File: src/rtl/seg7_pkg.sv
// Shared definitions for the multiplexed 7-segment BCD counter.
// Provides segment patterns (active-high, bit0 = a ... bit6 = g), the BCD-to-segment
// decoder, an elaboration-time integer-to-BCD converter and a ceil-log2 helper.
package seg7_pkg;

  localparam logic [6:0] SEG_0    = 7'b0111111;
  localparam logic [6:0] SEG_1    = 7'b0000110;
  localparam logic [6:0] SEG_2    = 7'b1011011;
  localparam logic [6:0] SEG_3    = 7'b1001111;
  localparam logic [6:0] SEG_4    = 7'b1100110;
  localparam logic [6:0] SEG_5    = 7'b1101101;
  localparam logic [6:0] SEG_6    = 7'b1111101;
  localparam logic [6:0] SEG_7    = 7'b0000111;
  localparam logic [6:0] SEG_8    = 7'b1111111;
  localparam logic [6:0] SEG_9    = 7'b1100111;
  localparam logic [6:0] SEG_DASH = 7'b1000000;
  localparam logic [6:0] SEG_OFF  = 7'b0000000;

  // Scan FSM: one dead-time cycle, then the digit is shown for the rest of the slot.
  typedef enum logic {StDead, StShow} scan_state_e;

  function automatic logic [6:0] seg7_decode(input logic [3:0] bcd);
    logic [6:0] seg;
    case (bcd)
      4'd0:    seg = SEG_0;
      4'd1:    seg = SEG_1;
      4'd2:    seg = SEG_2;
      4'd3:    seg = SEG_3;
      4'd4:    seg = SEG_4;
      4'd5:    seg = SEG_5;
      4'd6:    seg = SEG_6;
      4'd7:    seg = SEG_7;
      4'd8:    seg = SEG_8;
      4'd9:    seg = SEG_9;
      default: seg = SEG_DASH;
    endcase
    return seg;
  endfunction

  // Up to six BCD digits; digit 0 in [3:0].
  function automatic logic [23:0] to_bcd(input int unsigned value);
    logic [23:0]  bcd;
    int unsigned  rem;
    bcd = '0;
    rem = value;
    for (int i = 0; i < 6; i++) begin
      bcd[4*i +: 4] = 4'(rem % 10);
      rem           = rem / 10;
    end
    return bcd;
  endfunction

  // Bits needed to hold 0..value-1 (at least 1).
  function automatic int unsigned clog2(input int unsigned value);
    int unsigned bits;
    int unsigned span;
    bits = 1;
    span = 2;
    while (span < value) begin
      span = span * 2;
      bits = bits + 1;
    end
    return bits;
  endfunction

endpackage

File: src/rtl/seg7_mux_counter_if.sv
// Control/display bundle of seg7_mux_counter.
// i_inc/i_dec/i_clr : count requests (edge detected inside the counter)
// i_mode            : 0 manual, 1 auto count
// i_blank_lz        : blank leading zeros
// o_seg/o_sel       : segment and digit-select pins
// o_count           : packed BCD count, o_wrap: 1-cycle wrap pulse
interface seg7_mux_counter_if #(
  parameter int unsigned N_DIGITS = 2
) ();
  logic                    i_inc;
  logic                    i_dec;
  logic                    i_clr;
  logic                    i_mode;
  logic                    i_blank_lz;
  logic [6:0]              o_seg;
  logic [N_DIGITS-1:0]     o_sel;
  logic [4*N_DIGITS-1:0]   o_count;
  logic                    o_wrap;

  modport master (
    output i_inc, i_dec, i_clr, i_mode, i_blank_lz,
    input  o_seg, o_sel, o_count, o_wrap
  );

  modport slave (
    input  i_inc, i_dec, i_clr, i_mode, i_blank_lz,
    output o_seg, o_sel, o_count, o_wrap
  );
endinterface

File: src/rtl/bcd_digit.sv
// One BCD digit (0..9) with ripple carry/borrow.
// i_clk, i_rst     : clock, synchronous active-high reset
// i_inc / i_dec    : carry / borrow in (step this digit)
// i_load, i_load_val : parallel load, overrides stepping
// o_digit          : current digit
// o_carry/o_borrow : carry / borrow out to the next digit
module bcd_digit (
  input  logic       i_clk,
  input  logic       i_rst,
  input  logic       i_inc,
  input  logic       i_dec,
  input  logic       i_load,
  input  logic [3:0] i_load_val,
  output logic [3:0] o_digit,
  output logic       o_carry,
  output logic       o_borrow
);
  logic [3:0] r_digit;

  always_ff @(posedge i_clk) begin
    if (i_rst) begin
      r_digit <= 4'd0;
    end else if (i_load) begin
      r_digit <= i_load_val;
    end else if (i_inc) begin
      r_digit <= (r_digit >= 4'd9) ? 4'd0 : r_digit + 4'd1;
    end else if (i_dec) begin
      r_digit <= (r_digit == 4'd0 || r_digit > 4'd9) ? 4'd9 : r_digit - 4'd1;
    end
  end

  assign o_digit  = r_digit;
  assign o_carry  = i_inc & (r_digit == 4'd9);
  assign o_borrow = i_dec & (r_digit == 4'd0);
endmodule

File: src/rtl/seg7_mux_counter.sv
// N-digit up/down BCD counter driving a time-multiplexed 7-segment display.
// i_clk, i_rst : clock, synchronous active-high reset
// io_bus       : requests in (inc/dec/clr/mode/blank_lz), display and count out
module seg7_mux_counter
  import seg7_pkg::*;
#(
  parameter int unsigned N_DIGITS       = 2,
  parameter int unsigned MAX_COUNT      = 99,
  parameter int unsigned CLK_HZ         = 27000000,
  parameter int unsigned REFRESH_HZ     = 90,
  parameter int unsigned AUTO_HZ        = 1,
  parameter bit          SEG_ACTIVE_LOW = 1'b1,
  parameter bit          SEL_ACTIVE_LOW = 1'b0
) (
  input  logic                i_clk,
  input  logic                i_rst,
  seg7_mux_counter_if.slave   io_bus
);
  localparam int unsigned SLOT_CYCLES = CLK_HZ / (REFRESH_HZ * N_DIGITS);
  localparam int unsigned AUTO_DIV    = CLK_HZ / AUTO_HZ;
  localparam int unsigned SLOT_W      = clog2(SLOT_CYCLES);
  localparam int unsigned AUTO_W      = clog2(AUTO_DIV);
  localparam int unsigned IDX_W       = clog2(N_DIGITS);

  localparam logic [SLOT_W-1:0] SLOT_LAST = SLOT_W'(SLOT_CYCLES - 1);
  localparam logic [AUTO_W-1:0] AUTO_LAST = AUTO_W'(AUTO_DIV - 1);
  localparam logic [IDX_W-1:0]  IDX_LAST  = IDX_W'(N_DIGITS - 1);

  localparam logic [23:0]            MAX_BCD_FULL = to_bcd(MAX_COUNT);
  localparam logic [4*N_DIGITS-1:0]  MAX_BCD      = MAX_BCD_FULL[4*N_DIGITS-1:0];
  localparam logic [6:0]             SEG_DARK     = SEG_ACTIVE_LOW ? ~SEG_OFF : SEG_OFF;
  localparam logic [N_DIGITS-1:0]    SEL_OFF      = SEL_ACTIVE_LOW ? '1 : '0;

  // Edge detection and count control
  logic r_inc_prev, r_dec_prev, r_clr_prev;
  logic w_inc_ev, w_dec_ev, w_clr_ev;
  logic [AUTO_W-1:0] r_auto_cnt;
  logic w_tick, w_do_inc, w_do_dec, w_wrap, w_load, r_wrap;

  assign w_inc_ev = io_bus.i_inc & ~r_inc_prev;
  assign w_dec_ev = io_bus.i_dec & ~r_dec_prev;
  assign w_clr_ev = io_bus.i_clr & ~r_clr_prev;
  assign w_tick   = io_bus.i_mode & (r_auto_cnt == AUTO_LAST);

  always_ff @(posedge i_clk) begin
    if (i_rst) begin
      r_inc_prev <= 1'b0;
      r_dec_prev <= 1'b0;
      r_clr_prev <= 1'b0;
      r_auto_cnt <= '0;
    end else begin
      r_inc_prev <= io_bus.i_inc;
      r_dec_prev <= io_bus.i_dec;
      r_clr_prev <= io_bus.i_clr;
      if (!io_bus.i_mode || w_clr_ev || r_auto_cnt == AUTO_LAST) begin
        r_auto_cnt <= '0;
      end else begin
        r_auto_cnt <= r_auto_cnt + 1'b1;
      end
    end
  end

  always_comb begin
    w_do_inc = 1'b0;
    w_do_dec = 1'b0;
    if (!w_clr_ev) begin
      if (io_bus.i_mode) begin
        w_do_inc = w_tick;
      end else begin
        // Simultaneous inc and dec cancel.
        w_do_inc = w_inc_ev & ~w_dec_ev;
        w_do_dec = w_dec_ev & ~w_inc_ev;
      end
    end
  end

  // BCD digit chain
  logic [4*N_DIGITS-1:0] w_count;
  logic [3:0]            w_digit [N_DIGITS];
  logic [N_DIGITS:0]     w_carry;
  logic [N_DIGITS:0]     w_borrow;
  logic                  w_unused_ripple;

  // Wraps reload the whole count rather than relying on the ripple.
  assign w_wrap = (w_do_inc & (w_count == MAX_BCD)) | (w_do_dec & (w_count == '0));
  assign w_load = w_clr_ev | w_wrap;
  assign w_carry[0]  = w_do_inc;
  assign w_borrow[0] = w_do_dec;
  assign w_unused_ripple = w_carry[N_DIGITS] ^ w_borrow[N_DIGITS];

  for (genvar g = 0; g < N_DIGITS; g++) begin : g_digit
    bcd_digit u_digit (
      .i_clk      (i_clk),
      .i_rst      (i_rst),
      .i_inc      (w_carry[g]),
      .i_dec      (w_borrow[g]),
      .i_load     (w_load),
      .i_load_val (w_do_dec ? MAX_BCD[4*g +: 4] : 4'd0),
      .o_digit    (w_digit[g]),
      .o_carry    (w_carry[g+1]),
      .o_borrow   (w_borrow[g+1])
    );
    assign w_count[4*g +: 4] = w_digit[g];
  end

  always_ff @(posedge i_clk) begin
    if (i_rst) r_wrap <= 1'b0;
    else       r_wrap <= w_wrap;
  end

  // Leading-zero blanking: digit k>0 dark when it and every higher digit is 0.
  logic [N_DIGITS-1:0] w_blank;
  always_comb begin
    logic zero_run;
    w_blank  = '0;
    zero_run = 1'b1;
    for (int k = N_DIGITS - 1; k >= 0; k--) begin
      zero_run   = zero_run & (w_digit[k] == 4'd0);
      w_blank[k] = io_bus.i_blank_lz & zero_run & (k != 0);
    end
  end

  // Scan / dead-time FSM
  scan_state_e          r_state;
  logic [SLOT_W-1:0]    r_slot_cnt;
  logic [IDX_W-1:0]     r_scan_idx;
  logic [6:0]           r_seg;
  logic [N_DIGITS-1:0]  r_sel;
  logic [6:0]           w_seg_raw;
  logic [N_DIGITS-1:0]  w_sel_hot;

  assign w_seg_raw = w_blank[r_scan_idx] ? SEG_OFF : seg7_decode(w_digit[r_scan_idx]);
  assign w_sel_hot = N_DIGITS'(1) << r_scan_idx;

  always_ff @(posedge i_clk) begin
    if (i_rst) begin
      r_state    <= StDead;
      r_slot_cnt <= '0;
      r_scan_idx <= '0;
      r_seg      <= SEG_DARK;
      r_sel      <= SEL_OFF;
    end else begin
      r_slot_cnt <= (r_slot_cnt == SLOT_LAST) ? '0 : r_slot_cnt + 1'b1;
      case (r_state)
        StDead: begin
          // Sample the count once per slot so a slot never mixes two values.
          r_state <= StShow;
          r_seg   <= SEG_ACTIVE_LOW ? ~w_seg_raw : w_seg_raw;
          r_sel   <= SEL_ACTIVE_LOW ? ~w_sel_hot : w_sel_hot;
        end
        default: begin
          if (r_slot_cnt == SLOT_LAST) begin
            r_state    <= StDead;
            r_sel      <= SEL_OFF;
            r_scan_idx <= (r_scan_idx == IDX_LAST) ? '0 : r_scan_idx + 1'b1;
          end
        end
      endcase
    end
  end

  assign io_bus.o_seg   = r_seg;
  assign io_bus.o_sel   = r_sel;
  assign io_bus.o_count = w_count;
  assign io_bus.o_wrap  = r_wrap;
endmodule
File: src/flat_wrapper.sv
// flat-port wrapper written by rule: the top's interface ports become plain ports
module seg7_mux_counter_flat import seg7_pkg::*;
#(
  parameter int unsigned N_DIGITS       = 2,
  parameter int unsigned MAX_COUNT      = 99,
  parameter int unsigned CLK_HZ         = 27000000,
  parameter int unsigned REFRESH_HZ     = 90,
  parameter int unsigned AUTO_HZ        = 1,
  parameter bit          SEG_ACTIVE_LOW = 1'b1,
  parameter bit          SEL_ACTIVE_LOW = 1'b0
)
  (i_clk, i_rst, io_bus_i_inc, io_bus_i_dec, io_bus_i_clr, io_bus_i_mode, io_bus_i_blank_lz, io_bus_o_seg, io_bus_o_sel, io_bus_o_count, io_bus_o_wrap);
  seg7_mux_counter_if #(.N_DIGITS(N_DIGITS)) io_bus_i ();
  input  logic i_clk;
  input  logic i_rst;
  input wire logic [$bits(io_bus_i.i_inc)-1:0] io_bus_i_inc;
  input wire logic [$bits(io_bus_i.i_dec)-1:0] io_bus_i_dec;
  input wire logic [$bits(io_bus_i.i_clr)-1:0] io_bus_i_clr;
  input wire logic [$bits(io_bus_i.i_mode)-1:0] io_bus_i_mode;
  input wire logic [$bits(io_bus_i.i_blank_lz)-1:0] io_bus_i_blank_lz;
  output wire logic [$bits(io_bus_i.o_seg)-1:0] io_bus_o_seg;
  output wire logic [$bits(io_bus_i.o_sel)-1:0] io_bus_o_sel;
  output wire logic [$bits(io_bus_i.o_count)-1:0] io_bus_o_count;
  output wire logic [$bits(io_bus_i.o_wrap)-1:0] io_bus_o_wrap;
  assign io_bus_i.i_inc = io_bus_i_inc;
  assign io_bus_i.i_dec = io_bus_i_dec;
  assign io_bus_i.i_clr = io_bus_i_clr;
  assign io_bus_i.i_mode = io_bus_i_mode;
  assign io_bus_i.i_blank_lz = io_bus_i_blank_lz;
  assign io_bus_o_seg = io_bus_i.o_seg;
  assign io_bus_o_sel = io_bus_i.o_sel;
  assign io_bus_o_count = io_bus_i.o_count;
  assign io_bus_o_wrap = io_bus_i.o_wrap;
  seg7_mux_counter #(.N_DIGITS(N_DIGITS), .MAX_COUNT(MAX_COUNT), .CLK_HZ(CLK_HZ), .REFRESH_HZ(REFRESH_HZ), .AUTO_HZ(AUTO_HZ), .SEG_ACTIVE_LOW(SEG_ACTIVE_LOW), .SEL_ACTIVE_LOW(SEL_ACTIVE_LOW)) u_core (.i_clk(i_clk), .i_rst(i_rst), .io_bus(io_bus_i));
endmodule
File: config.mk
export PLATFORM = sky130hd
export DESIGN_NAME = seg7_mux_counter_flat
export DESIGN_NICKNAME = d
export VERILOG_FILES = /design/src/rtl/seg7_pkg.sv /design/src/rtl/seg7_mux_counter_if.sv /design/src/rtl/bcd_digit.sv /design/src/rtl/seg7_mux_counter.sv /design/src/flat_wrapper.sv
export SDC_FILE = /design/constraint.sdc
export NUM_CORES = 1
export LEC_CHECK = 0
export CORE_AREA = 2 2 80 82
export DETAILED_ROUTE_END_ITERATION = 10
export DIE_AREA = 0 0 82 84
export PLACE_DENSITY = 0.89
export SYNTH_ARGS = -nofsm -noshare
export SYNTH_HDL_FRONTEND = slang
export SYNTH_SLANG_ARGS = --single-unit
File: constraint.sdc
create_clock -name i_clk -period 1.9 [get_ports i_clk]
set_input_delay 0.285 -clock i_clk [delete_from_list [all_inputs] [get_ports i_clk]]
set_output_delay 0.285 -clock i_clk [all_outputs]
set_load 0.02 [all_outputs]
==> out/summary.txt, run 1 <==
CTS sink cnt: 66
Post-layout total power: 0.00310 W
Tot GR Track Use: 0.238
Critical Path Source Type: flop
Synth cell types: 59
DR WL met2: 4.12 mm
Antenna cells: 0
Initial Utilization: 0.574
Nets: 478
Core area: 6100 µm²
TritonCTS Buffers: 9
1st-iter DRT viols: 196
Worst VDD drop: 0.000513 V
Synth top cells by count: dfxtp_1, nor2_1, nand2_1
Register-to-register setup slack: 30 ps
DRC: 0
Relative slew margins: 0.549
Crit share post-route: 0.984
YS warnings: 0
Kind of critical path: reg2reg
Crit Path Max Fanout: 4
Pwr Density: 728 nW/µm²
Met3 WL: 354 µm
CP arrival: 2090 ps
# rows: 29
GP Congestion: 0.939
PortBufs: 24
Layout cells sized above 1: 0.167
Synth top area share: 0.378
Wire length on met1: 3.33 mm
Setup violations, final: 0
Hold-fix buffers at CTS: 0
Post-DP HPWL: 5.59 mm
DRT Wirelength: 8.02 mm
Synth Instances: 406
Clock Skew: 13.6 ps
Max_cap viols: 0
Final worst path period need: 1870 ps
Clk slew on worst S/H paths: 80 ps
Root buffer cell: clkbuf_8
CTS H-Tree Depth: 3
Gr ovfl total: 0
Routed Antenna Nets: 0
Top sig layer: met4
Pins Over Slew Limit: 0
Asr flop ratio synth: 0
Clk Latency, worst-skew pair: 340 ps
DIE WIDTH: 82 µm
Synth Register Bits: 66
Layout area overhead: 21.8%
Most frequent cell after synthesis: dfxtp_1
Synthesized area: 3500 µm²
Most used DFF post-synth: dfxtp_1
Top cells by area, synth: dfxtp_1, xor2_1, nor2_1, ha_1, nand3_1
Register area share after synthesis: 0.378
Initial antenna violation count: 0
Post-synth top area cell: dfxtp_1
Number of global-route vias before repair: 2983
CTS tree: done
Hold Crit Class: reg2reg
I/O Pins: 25
Outcome: finished clean
Clk buf depth: 2
First-pass GRT wire length: 12.9 mm
Worst path required time: 2120 ps
Post-DR vias/cell: 5.83
Worst-Margin Slew: 676 ps
Die ar.: 6890 µm²
Final Hold Violating Endpoints: 0
Fmax: 535 MHz
Leakage: 1.66 nW
Mapped Nets: 427
DR pass1 iterations: 4
Post-synth EDFFs: 0
Final setup TNS: 0 ps
Die Ht: 84 µm
Pin count of the biggest net entering global routing: 26
CP Capture Type: flop
Mean Syn Cell Area: 8.61 µm²
Total number of vias: 3140
DR WL/cell: 14.9 µm
## routing by layer
layer | vias up | GRT usage
li1 | 1526 | -
met1 | 1505 | 0.264
met2 | 87 | 0.415
met3 | 22 | 0.0422
met4 | 0 | 0.132
met5 | - | 0
## stage by stage
step | worst slack (ps) | area [µm²] | hold slack [ps] | util | std cells
after global placement | -105 | 4010 | 444 | 0.658 | 523
final | 31.1 | 4260 | 460 | 0.699 | 539
after detailed placement | -153 | 4010 | 448 | 0.658 | 523
after floorplan | 9.54 | 3500 | 413 | - | 406
after global routing | -33.4 | 4260 | 485 | 0.699 | 539
after CTS | 16.0 | 4210 | 465 | 0.690 | 539
## layout by cell type (no fill, tap or decap), types with 9 or more instances in the layout
cell / count
clkdlybuf4s50_1: 24
nor2b_1: 14
xnor2_1: 11
a21oi_1: 16
xor2_1: 29
o21bai_1: 10
o21ai_0: 13
dfxtp_1: 60
nand2_1: 30
inv_1: 10
and3_1: 13
nand3_1: 27
nor2_1: 57
clkbuf_8: 9
ha_1: 14
buf_4: 30
## area by class of cell
type	instances	area, µm²
fill	457	1840
timing repair buffer	55	485
clock inverter	6	67.6
clock buffer	10	128
sequential	66	1330
multi-input combinational	315	2120
inverter	10	37.5
tap	77	96.3
## power breakdown
group          switching, W  internal [W]
Sequential        0.0000454       0.00142
Combinational      0.000257      0.000220
Clock              0.000543      0.000608
Total              0.000846       0.00225
## flip-flops by register name (all words and copies together) (netlist names)
register                        count
u_core.g_digit.u_digit.o_digit      8
u_core.io_bus.o_seg                 7
u_core.io_bus.o_sel                 2
u_core.io_bus.o_wrap                1
u_core.r_auto_cnt                  25
u_core.r_clr_prev                   1
u_core.r_dec_prev                   1
u_core.r_inc_prev                   1
u_core.r_scan_idx                   1
u_core.r_slot_cnt                  18
u_core.r_state                      1
## final timing paths
path                                   startpoint                                   end  cells past startpoint
min                          u_core.r_slot_cnt[0]                  u_core.r_slot_cnt[0]                      1
max          u_core.g_digit[0].u_digit.o_digit[1]  u_core.g_digit[1].u_digit.o_digit[2]                      8
max reg2reg  u_core.g_digit[0].u_digit.o_digit[1]  u_core.g_digit[1].u_digit.o_digit[2]                      8
min reg2reg                  u_core.r_slot_cnt[0]                  u_core.r_slot_cnt[0]                      1
## critical path, stage by stage (launching register included)
cell,delay (ps)
dfxtp_1,330
inv_1,150
ha_1,250
nand2_1,110
nor3_2,230
inv_1,130
o31ai_4,310
or2b_4,190
a211oi_1,50
## logic make-up after synthesis
family / count (synthesis) / synth area share
adder cells (fa/ha/maj): 14 / 0.0501
AO/OA/AOI/OAI: 71 / 0.147
XOR/XNOR: 40 / 0.100
buffers and inverters: 25 / 0.0297
flip-flops: 66 / 0.378
multiplexers: 5 / 0.0157
AND/OR/NAND/NOR: 185 / 0.279
## what timing repair did
action,4_1_cts,5_1_grt
endpoints found under the setup margin,1,10
pin swaps,0,1
resized for setup,1,19
buffers inserted,0,0
Power figures use the tool's default switching activity.
==> run 2, diff against run 1 <==
Settings changed: CTS_CLUSTER_DIAMETER set to 50, GPL_TIMING_DRIVEN set to 0.
==> run 2 against run 1 <==
  * The flow now finishes with violations (setup timing)
  * Count of clock-buffer cells in the layout grew 3
  * Via count up 5.1%
  * Critical path depth down 1
  * Clock skew barely moved
  * Global-route usage grew 0.85 points
  * Cell area up 1.4%
  * Clock power is 7% higher
  * Utilization grew 0.99 points
  * Cell count decreased by 0.93%
  * Critical endpoint is now u_core.g_digit[1].u_digit.o_digit[1]
  * Largest cell class unchanged
  * Highest routed layer unchanged
==> out/summary.txt, run 2 (same netlist as run 1, synthesis figures left out) <==
Outcome: finished, violations left
Failing checks: setup timing
First-pass GRT wire length: 13.2 mm
Ordered list of cells on the worst path: clkdlybuf4s50_1 > nor2b_2 > nand3b_1 > o31a_1 > o31ai_4 > or2b_4 > a21oi_1
Layout area overhead: 23.5%
Final std cells w/o fill: 534
Leakage: 1.65 nW
CP arrival: 2150 ps
Most common cell after layout, fill and taps aside: nor2_1
Slowest CP cell: clkdlybuf4s50_1
Post-DR vias/cell: 6.18
Gr ovfl total: 0
Final Hold Violating Endpoints: 0
Max reg flops: 25
Pwr Density: 736 nW/µm²
WP buf/inv: 1
Fmax: 517 MHz
Clk slew on worst S/H paths: 80 ps
DIE WIDTH: 82 µm
Pins Over Slew Limit: 0
Die Ht: 84 µm
DRT Wirelength: 8.89 mm
CTS tree: done
Hold WS: 388 ps
Clock Skew: 13.9 ps
Number of global-route vias before repair: 2994
CTS H-Tree Depth: 3
Final worst path period need: 1930 ps
Most frequent cells in the layout: nor2_1, dfxtp_1, nand2_1
RSZ-0062 raised after global routing: true
Crit share post-route: 1.02
PnR worst setup slack: -34.6 ps
DP Cell Count: 506
FILL cells: 388
Nets: 474
Delay-heaviest family, CP: simple AND/OR/NAND/NOR gates
Routed Antenna Nets: 0
DRC: 0
PortBufs: 23
# rows: 29
TritonCTS Buffers: 9
I/O Pins: 25
Hold Crit Class: in2reg
Most flops, register: u_core.r_auto_cnt
Worst-Margin Slew: 560 ps
CP Capture Type: flop
Tot GR Track Use: 0.246
CTS sink cnt: 66
Crit-path max cell delay: 510 ps
Worst path required time: 2120 ps
1st-iter DRT viols: 243
Critical Path Source Type: input pin
Die ar.: 6890 µm²
Root buffer cell: clkbuf_8
Initial Utilization: 0.574
Clk buf depth: 2
Max_cap viols: 0
GP Congestion: 0.887
Post-DP HPWL: 5.06 mm
Clk Latency, worst-skew pair: 350 ps
Initial antenna violation count: 0
Setup violations, final: 3
Layout cells sized above 1: 0.201
Core area: 6100 µm²
Worst VDD drop: 0.000422 V
Crit Path Max Fanout: 4
Place WS: -371 ps
DR WL/cell: 16.6 µm
Pin count of the biggest net entering global routing: 12
Antenna cells: 0
Total number of vias: 3301
Relative slew margins: 0.622
Final setup TNS: -66.2 ps
DR pass1 iterations: 5
Hold-fix buffers at CTS: 0
Post-layout total power: 0.00318 W
Kind of critical path: in2reg
==> run 2: cell count changes in the layout (fill, tap and decap cells not counted), moves of 4 or more <==
cell,before,now
clkbuf_1,1,7
buf_4,30,15
dfxtp_4,0,4
dfxtp_1,60,49
dfxtp_2,6,13
==> run 2: final timing paths <==
check	slack [ps]	cells past startpoint	startpoint	endpoint
max reg2reg	-10	6	u_core.r_auto_cnt[17]	u_core.g_digit[1].u_digit.o_digit[1]
min reg2reg	470	1	u_core.r_auto_cnt[0]	u_core.r_auto_cnt[0]
max	-30	7	io_bus_i_inc	u_core.g_digit[1].u_digit.o_digit[1]
min	390	2	i_rst	u_core.r_clr_prev
==> run 2: where the power goes <==
group          total (W)  leakage, nW  switching (W)  internal, W
sequential       0.00146        0.546      0.0000394      0.00142
clock            0.00123        0.106       0.000527     0.000705
combinational   0.000485        0.996       0.000282     0.000203
==> run 2: cell type report <==
| type | count | area, µm² | area share |
|---|---|---|---|
| Buffer | 14 | 78.8 | 0.0183 |
| Clock buffer | 13 | 169 | 0.0391 |
| Clock inverter | 2 | 35.0 | 0.00811 |
| Inverter | 10 | 37.5 | 0.00869 |
| Multi-Input combinational cell | 315 | 2210 | 0.512 |
| Sequential cell | 66 | 1350 | 0.313 |
| Tap cell | 77 | 96.3 | 0.0223 |
| Timing Repair Buffer | 37 | 338 | 0.0782 |
==> run 2: layer usage <==
| metal | track usage | wire length [µm] | vias to the layer above |
|---|---|---|---|
| met5 | 0 | 0 | - |
| li1 | - | - | 1510 |
| met1 | 0.264 | 3420 | 1528 |
| met4 | 0.159 | 531 | 0 |
| met3 | 0.0574 | 675 | 60 |
| met2 | 0.420 | 4260 | 203 |
==> run 2: repair_timing <==
action                                  in CTS  in global routing
pin swaps                                    2                 15
buffers inserted                             2                 12
resized for setup                           18                 48
endpoints found under the setup margin      33                 46
==> run 2: per-stage QoR <==
step	cell area (µm²)	utilization
after floorplan	3500	-
final	4320	0.709
after global routing	4320	0.709
after CTS	4100	0.672
after detailed placement	3820	0.627
after global placement	3820	0.627
==> run 3, diff against run 2 <==
Settings changed: SKIP_CTS_REPAIR_TIMING set to 1.
==> run 3 against run 2 <==
  * Die area is the same
  * Setup slack gained 40 ps
  * Cell count shrank 1.1%
  * Critical endpoint is now u_core.io_bus.o_seg[3]
  * The flow now finishes without violations
  * Highest routed layer unchanged
==> out/summary.txt, run 3 (same netlist as run 1, synthesis figures left out) <==
Tot GR Track Use: 0.242
CP Capture Type: flop
DRT Wirelength: 8.32 mm
Most flops, register: u_core.r_auto_cnt
Antenna cells: 0
Nets: 468
Die ar.: 6890 µm²
First-pass GRT wire length: 13.0 mm
Min-delay src: i_rst
Slowest CP cell: dfxtp_1
Clk Latency, worst-skew pair: 350 ps
Gr ovfl total: 0
DR pass1 iterations: 4
Pins Over Slew Limit: 0
Ordered list of cells on the worst path: inv_2 > o21ai_2 > inv_1 > ha_1 > nand2_1 > o21ai_0 > a21oi_1 > nor3_1 > o21bai_1
Most common cell after layout, fill and taps aside: dfxtp_1
Worst Setup SP: u_core.g_digit[0].u_digit.o_digit[1]
Worst path required time: 2130 ps
Clock Skew: 13.9 ps
CP arrival: 2120 ps
Routed Antenna Nets: 0
Worst VDD drop: 0.000414 V
Pwr Density: 738 nW/µm²
Clk slew on worst S/H paths: 80 ps
Crit-path max cell delay: 430 ps
Outcome: finished clean
Max_cap viols: 0
Layout area overhead: 22.6%
Final std cells w/o fill: 528
Core area: 6100 µm²
Crit Path Max Fanout: 6
Critical Path Source Type: flop
Number of global-route vias before repair: 2985
Setup violations, final: 0
Design area: 4290 µm²
I/O Pins: 25
Total number of vias: 3168
Pin count of the biggest net entering global routing: 11
Final Hold Violating Endpoints: 0
CTS H-Tree Depth: 3
Final worst path period need: 1890 ps
Fmax: 528 MHz
Layout cells sized above 1: 0.182
Kind of critical path: reg2reg
Die Ht: 84 µm
Final setup TNS: 0 ps
CTS tree: done
GP Congestion: 0.887
DR WL/cell: 15.7 µm
Clk buf depth: 2
RSZ-0062 raised after global routing: true
Post-DP HPWL: 5.06 mm
DRC: 0
Place WS: -371 ps
Initial Utilization: 0.574
Post-DR vias/cell: 6.00
PnR worst setup slack: 5.44 ps
Most frequent cells in the layout: dfxtp_1, nor2_1, nand2_1, xor2_1, nand3_1
Initial antenna violation count: 0
DP Cell Count: 506
Relative slew margins: 0.630
Placed cell areas: 3820 µm²
TritonCTS Buffers: 9
Max reg flops: 25
1st-iter DRT viols: 228
# rows: 29
Crit Reg-Reg Startpoint: u_core.g_digit[0].u_digit.o_digit[1]
Worst-Margin Slew: 540 ps
FILL cells: 406
PortBufs: 23
Root buffer cell: clkbuf_8
DIE WIDTH: 82 µm
Hold Crit Class: in2reg
Leakage: 1.62 nW
Crit share post-route: 0.997
CTS sink cnt: 66
-- run 3: final cells by class --
| cell class | instances | area, µm² | share of cell area |
|---|---|---|---|
| buffer | 15 | 80.1 | 0.0187 |
| tap | 77 | 96.3 | 0.0225 |
| sequential | 66 | 1340 | 0.312 |
| clock inverter | 2 | 35.0 | 0.00817 |
| timing repair buffer | 30 | 285 | 0.0666 |
| clock buffer | 13 | 169 | 0.0394 |
| multi-input combinational | 315 | 2240 | 0.524 |
| inverter | 10 | 37.5 | 0.00876 |
-- run 3: worst paths after layout --
check                                end  slack, ps  depth (start not counted)
hold reg to reg     u_core.r_slot_cnt[0]        480                          1
hold / removal         u_core.r_clr_prev        370                          2
setup reg to reg  u_core.io_bus.o_seg[3]          5                          9
setup / recovery  u_core.io_bus.o_seg[3]          5                          9
-- run 3: through the flow --
| stage | utilization | power [W] | hold WS [ps] |
|---|---|---|---|
| floorplan | - | 0.00176 | 413 |
| global placement | 0.627 | 0.00188 | 442 |
| detailed placement | 0.627 | 0.00189 | 459 |
| CTS | 0.661 | 0.00311 | 362 |
| global route | 0.703 | 0.00327 | 414 |
| finish | 0.703 | 0.00316 | 374 |
-- run 3: layer usage --
metal / part of all wire / up-vias / GRT usage
met3: 0.058 / 47 / 0.0530
met5: 0 / - / 0
li1: - / 1501 / -
met2: 0.50 / 137 / 0.406
met1: 0.39 / 1483 / 0.264
met4: 0.053 / 0 / 0.164
-- run 3: worst max-delay path, delay by kind of cell (launching register included) --
| family | cells | cell delay (ps) |
|---|---|---|
| buffers and inverters | 2 | 220 |
| AOI/OAI and AO/OA | 4 | 530 |
| and+or+nand+nor | 2 | 290 |
| DFF | 1 | 430 |
| adders and majority gates | 1 | 300 |
-- run 3: report_power, final --
part / leakage (nW) / switching, W / internal, W
clock: 0.106 / 0.000520 / 0.000705
combinational: 0.969 / 0.000280 / 0.000201
sequential: 0.542 / 0.0000355 / 0.00142
